<file path="config.mk">
export PLATFORM = sky130hd
export DESIGN_NAME = if_id_stage
export DESIGN_NICKNAME = d
export VERILOG_FILES = /design/src/rtl/if_id_stage.sv
export SDC_FILE = /design/constraint.sdc
export NUM_CORES = 1
export LEC_CHECK = 0
export ABC_AREA = 1
export CAP_MARGIN = 20
export CORE_MARGIN = 3
export CORE_UTILIZATION = 35
export DETAILED_ROUTE_END_ITERATION = 16
export PLACE_DENSITY = 0.67
export SLEW_MARGIN = 10
export SYNTH_ARGS = -nofsm -noshare
export SYNTH_HDL_FRONTEND = slang
export SYNTH_SLANG_ARGS = --single-unit
</file>
<file path="constraint.sdc">
create_clock -name clk -period 1.45 [get_ports clk]
set_clock_uncertainty 0.05 [all_clocks]
set_input_delay 0.2175 -clock clk [delete_from_list [all_inputs] [get_ports clk]]
set_output_delay 0.2175 -clock clk [all_outputs]
set_load 0.05 [all_outputs]
</file>
<file path="src/rtl/if_id_stage.sv">
// if_id_stage
//   Instruction-fetch stage of the five-stage MIPS pipeline. It holds the
//   program counter and the PC+4 incrementer, and it applies branch and jump
//   redirects resolved in ID. It also owns the IF/ID pipeline register and
//   two saturating event counters used for performance inspection.
//
// Parameters
//   RESET_PC : PC value loaded on reset.
//   CNT_W    : width of each event counter (>= 2).
//
// Ports
//   clk            rising-edge clock
//   rst            synchronous, active-high reset
//   PC_Write       1 = PC may advance, 0 = hold PC (load-use stall)
//   IF_ID_write    1 = IF/ID register may load, 0 = hold contents
//   branch_taken   taken branch resolved in ID this cycle
//   branch_target  branch destination address
//   jump           jump in ID this cycle
//   jump_target    jump destination address
//   instr_in       instruction memory read data for address PC
//   PC             current fetch address (registered)
//   IF_ID_instr    registered instruction to decode
//   IF_ID_PC4      registered PC+4 of that instruction
//   IF_ID_valid    1 = IF_ID_instr is a real instruction, 0 = bubble
//   stall_cnt      cycles where IF/ID held without a redirect (saturating)
//   flush_cnt      redirects taken (saturating)
module if_id_stage #(
  parameter logic [31:0] RESET_PC = 32'h0000_0000,
  parameter int unsigned CNT_W    = 16
) (
  input  logic             clk,
  input  logic             rst,
  input  logic             PC_Write,
  input  logic             IF_ID_write,
  input  logic             branch_taken,
  input  logic [31:0]      branch_target,
  input  logic             jump,
  input  logic [31:0]      jump_target,
  input  logic [31:0]      instr_in,
  output logic [31:0]      PC,
  output logic [31:0]      IF_ID_instr,
  output logic [31:0]      IF_ID_PC4,
  output logic             IF_ID_valid,
  output logic [CNT_W-1:0] stall_cnt,
  output logic [CNT_W-1:0] flush_cnt
);

  localparam logic [31:0]      NOP_INSTR = 32'h0000_0000;  // sll $0,$0,0
  localparam logic [CNT_W-1:0] CNT_ONE   = {{(CNT_W-1){1'b0}}, 1'b1};

  logic             redirect;
  logic [31:0]      pc_plus4;
  logic [31:0]      pc_next;
  logic [31:0]      instr_next;
  logic [31:0]      pc4_next;
  logic             valid_next;
  logic             stall_evt;
  logic             flush_evt;
  logic [CNT_W-1:0] stall_cnt_next;
  logic [CNT_W-1:0] flush_cnt_next;

  assign redirect = branch_taken | jump;
  assign pc_plus4 = PC + 32'd4;  // 32-bit modulo, FFFF_FFFC wraps to 0

  // Next PC: branch outranks jump; a redirect outranks a PC stall.
  always_comb begin
    pc_next = pc_plus4;
    if (branch_taken) begin
      pc_next = branch_target;
    end else if (jump) begin
      pc_next = jump_target;
    end else if (!PC_Write) begin
      pc_next = PC;
    end
  end

  // IF/ID next state: a redirect flushes the wrong-path fetch even when
  // the hazard unit is asking IF/ID to hold.
  always_comb begin
    instr_next = instr_in;
    pc4_next   = pc_plus4;
    valid_next = 1'b1;
    if (redirect) begin
      instr_next = NOP_INSTR;
      pc4_next   = '0;
      valid_next = 1'b0;
    end else if (!IF_ID_write) begin
      instr_next = IF_ID_instr;
      pc4_next   = IF_ID_PC4;
      valid_next = IF_ID_valid;
    end
  end

  // A stall cycle is only counted when it is not masked by a redirect.
  assign stall_evt = !redirect && !IF_ID_write;
  assign flush_evt = redirect;

  always_comb begin
    stall_cnt_next = stall_cnt;
    flush_cnt_next = flush_cnt;
    if (stall_evt && (stall_cnt != '1)) begin
      stall_cnt_next = stall_cnt + CNT_ONE;
    end
    if (flush_evt && (flush_cnt != '1)) begin
      flush_cnt_next = flush_cnt + CNT_ONE;
    end
  end

  always_ff @(posedge clk) begin
    if (rst) begin
      PC          <= RESET_PC;
      IF_ID_instr <= '0;
      IF_ID_PC4   <= '0;
      IF_ID_valid <= 1'b0;
      stall_cnt   <= '0;
      flush_cnt   <= '0;
    end else begin
      PC          <= pc_next;
      IF_ID_instr <= instr_next;
      IF_ID_PC4   <= pc4_next;
      IF_ID_valid <= valid_next;
      stall_cnt   <= stall_cnt_next;
      flush_cnt   <= flush_cnt_next;
    end
  end

endmodule

</file>
==> impl_summary.txt <==
----------------------------------------------------
[Status]
  Run status ... finished, violations left
  Violated checks ... negative setup slack

[Global route]
  Global route total overflow ... 0
  Largest net degree at the start of global routing ... 48
  Wire length of the first global-routing pass ... 38400 um
  Antenna violations before repair ... 2
  Total global routing track utilization ... 23.5%
  Number of global-route vias before repair ... 7554

[Drt]
  Total via count in the routed design ... ~7900
  Via-to-Cell Ratio ... 4.95
  Remaining antenna violation count after routing ... 0
  Number of optimization iterations in the first detailed-route pass ... 5
  DRC ... 0
  Routed wirelength normalized by instance count ... 15.9 um
  Final wirelength ... roughly 26000 um
  Violation count after the first detailed-routing iteration ... 400

[CTS]
  Max clock buf depth ... 2
  CTS root buf ... sky130_fd_sc_hd__clkbuf_16
  Total number of H-tree levels ... 4
  Clock latency of the later-clocked register in the worst-skew pair ... 420 ps
  TritonCTS clock tree ... done
  Number of sinks driven by the clock tree ... 129
  TritonCTS buffer count ... 17
  Clock edge transition at the registers on the reported setup and hold paths ... ~60 ps

[Place]
  Port bufs ... between 200 and 250
  Final weighted congestion in routability-driven placement ... 0.903
  Detailed placer's ending HPWL ... roughly 18000 um
  Total placed instance area ... 11600 um2

[Power and ir drop]
  Maximum VDD drop ... 795 uV
  Leakage power figure ... 0.00535 uW
  Total power consumption of the routed design ... roughly 10000 uW
  Cell Pwr Density ... ~810 nW/um2

[Worst setup path]
  Critical path type ... reg2reg
  Peak fanout along the critical path ... 5
  Internal reg-to-reg setup slack ... -220 ps
  Number of cell instances on the worst register-to-register path ... 11
  FF-to-FF Start ... PC[2]
  Most frequent cell on the critical path ... sky130_fd_sc_hd__nand2_1
  Kind of end point of the critical path ... register
  Ordered cell list for the critical path ... ha_4 > nand2_4 > nor2_4 > nand2_4 > nor2_4 > nand3b_1 > nand2_2 > nand2_1 > nand2_1 > nand2_1 > a21oi_1
  Delay of the slowest cell on the worst path ... ~370 ps
  Required time worst endpoint ... 1740 ps
  Capturing point of the worst reg2reg path ... PC[20]
  Startpoint type of the worst setup path ... register
  Critical path's slowest cell ... sky130_fd_sc_hd__dfxtp_4
  Data arrival time of the critical path ... 1960 ps

[Hold path]
  Worst hold endpoint ... flush_cnt[13]
  Hold Path Class ... in2reg
  Number of stages on the worst hold path ... 3
  Hold Startpoint ... rst

[Timing]
  Slew at the pin with the worst max-slew slack ... 474 ps
  Share of the clock period used by the worst path after layout ... 115%
  Crit path setup slack, layout ... -218 ps
  Setup repair after global routing missed its margin ... yes
  Final count of hold timing violations ... 0
  Total negative slack for setup checks ... -5280 ps
  Post-layout minimum cycle time ... 1670 ps
  Number of setup violations in the final report ... between 60 and 70
  Hold_ws ... 184 ps
  Worst slew slack as a fraction of its limit ... 68.4%
  Timing-limited maximum frequency ... 599 MHz
  Fin. max-slew vios ... 0

[Floorplanning]
  Die outline height ... about 140 um
  I/O pin total ... roughly 230
  Effective utilization at floorplan ... between 30% and 40%
  Die ar. ... 20600 um2
  Overall die width ... 144 um
  Core area ... 18300 um2
  Row count ... 49

[Yosys]
  Share of flip-flops with an asynchronous set or reset after synthesis ... 0%
  Primary FF master, synth ... sky130_fd_sc_hd__dfxtp_1
  Dominant cell type by area after synthesis ... sky130_fd_sc_hd__dfxtp_1
  Count of mapped cells out of synthesis ... 1022
  Count of cell types in the netlist ... 32
  Top-count cell post-synth ... sky130_fd_sc_hd__nand2_1
  Count of flip-flops with a built-in enable after synthesis ... 0
  Post-synth net total ... 1127
  Synthesized cell area ... 6630 um2
  Yosys warning count ... 0
  Post-synthesis area per instance ... 6.48 um2
  Most numerous cell types in the synthesized netlist ... sky130_fd_sc_hd__nand2_1, sky130_fd_sc_hd__nor2_1, sky130_fd_sc_hd__dfxtp_1
  Biggest area contributors in the synthesized netlist ... sky130_fd_sc_hd__dfxtp_1, sky130_fd_sc_hd__nand2_1, sky130_fd_sc_hd__a21oi_1
  Area share of the largest cell type after synthesis ... 39.0%
  Flip-flop and latch count after synthesis ... 129
  Part of the Yosys area used for sequential elements ... 39.0%

[Finish]
  Area growth from synthesis to layout ... 93.5%
  Post-route standard cell area excluding fillers ... 12800 um2
  Number of nets in the final layout ... approximately 1500
  Fraction of layout instances using a drive strength above 1 ... 37.9%
  Final Util ... 70.2%

[Flow run]
  Max-cap violation count ... 0

----------------------------------------------------
-- critical path, delay by kind of cell, from the launching register on --
kind / cells / cell delay (ps)
compound gates: 1 / 110
fa+ha+maj: 1 / 140
flops: 1 / 370
simple gates: 9 / 930
-- layout make-up --
cell class                 count  area, um2
fill                        1414       5450
timing repair buffer         370       4760
multi-input combinational    759       4140
sequential                   129       2710
clock buffer                  19        464
inverter                      84        328
tap                          229        287
clock inverter                12        130
antenna                        1       2.50
-- layer usage --
layer	global-route usage [%]	wire length, um	share of wire [%]
met1	28.4	10300	40
met2	39.7	12400	49
met3	6.86	2120	8.3
met4	8.42	727	2.9
met5	0	9	0.035
-- through the flow --
step,worst slack [ps],instances
floorplan,-163,1022
detailed placement,-338,1558
CTS,-179,1597
global placement,-303,1558
finish,-218,1603
global route,-357,1603
-- layout by cell type, fill, tap and decap left out, types with 8 or more instances in the layout --
cell type                         netlist  layout
sky130_fd_sc_hd__nor2_1               148     131
sky130_fd_sc_hd__xnor2_1               11       8
sky130_fd_sc_hd__nor2_2                 8      13
sky130_fd_sc_hd__xor2_2                 0       8
sky130_fd_sc_hd__buf_6                  1      11
sky130_fd_sc_hd__nand2_1              314     267
sky130_fd_sc_hd__nand2_4                2       9
sky130_fd_sc_hd__o21ai_0               46      13
sky130_fd_sc_hd__buf_12                 0     135
sky130_fd_sc_hd__clkbuf_16              0      18
sky130_fd_sc_hd__nand3_1               30      19
sky130_fd_sc_hd__clkdlybuf4s50_1        0      99
sky130_fd_sc_hd__o21ai_2                0      13
sky130_fd_sc_hd__nand3_2                0       8
sky130_fd_sc_hd__dfxtp_1              129      68
sky130_fd_sc_hd__dfxtp_2                0      39
sky130_fd_sc_hd__nor2_4                 9      21
sky130_fd_sc_hd__buf_4                  3     122
sky130_fd_sc_hd__xor2_1                18      10
sky130_fd_sc_hd__o211ai_1              10      10
sky130_fd_sc_hd__nand2_2                3      43
sky130_fd_sc_hd__inv_1                 81      74
sky130_fd_sc_hd__o21ai_1                1      21
sky130_fd_sc_hd__a21oi_2                2      12
sky130_fd_sc_hd__a21oi_1              119     109
sky130_fd_sc_hd__dfxtp_4                0      22
-- how the worst max path moves through the flow --
stage          slack [ps]     end  depth (start not counted)   start
2_1_floorplan        -160  PC[18]                         10   PC[2]
6_report             -220  PC[20]                         11   PC[2]
4_1_cts              -180  PC[30]                         12   PC[2]
3_5_place_dp         -340  PC[18]                          9    jump
3_3_place_gp         -300  PC[18]                          9    jump
5_1_grt              -360  PC[28]                         11  PC[17]
-- power breakdown --
part           switching (uW)  internal [uW]  leakage (uW)
clock                    1670           2670      0.000295
combinational            1190           1110       0.00397
sequential                135           3660       0.00108
-- registers in the layout, indices dropped and copies added, names as in the netlist --
register and cells:
IF_ID_instr 32, PC 32, IF_ID_PC4 32, IF_ID_valid 1, flush_cnt 16, stall_cnt 16
-- repair_timing --
action,4_1_cts,5_1_grt
pin swaps,31,48
endpoints found under the setup margin,76,85
setup buffers,7,6
cloned,1,0
hold buffers,0,0
gates resized for setup,63,106
endpoints found under the hold margin,0,0
-- cells by family after synthesis --
logic type / after synthesis / synth area share, %
AO/OA/AOI/OAI: 182 / 14.4
XOR/XNOR: 29 / 3.83
adder cells (fa/ha/maj): 3 / 0.567
buffers and inverters: 134 / 8.08
flip-flops: 129 / 39.0
AND/OR/NAND/NOR: 545 / 34.2
Note: power is estimated with default switching activity, not from simulation.
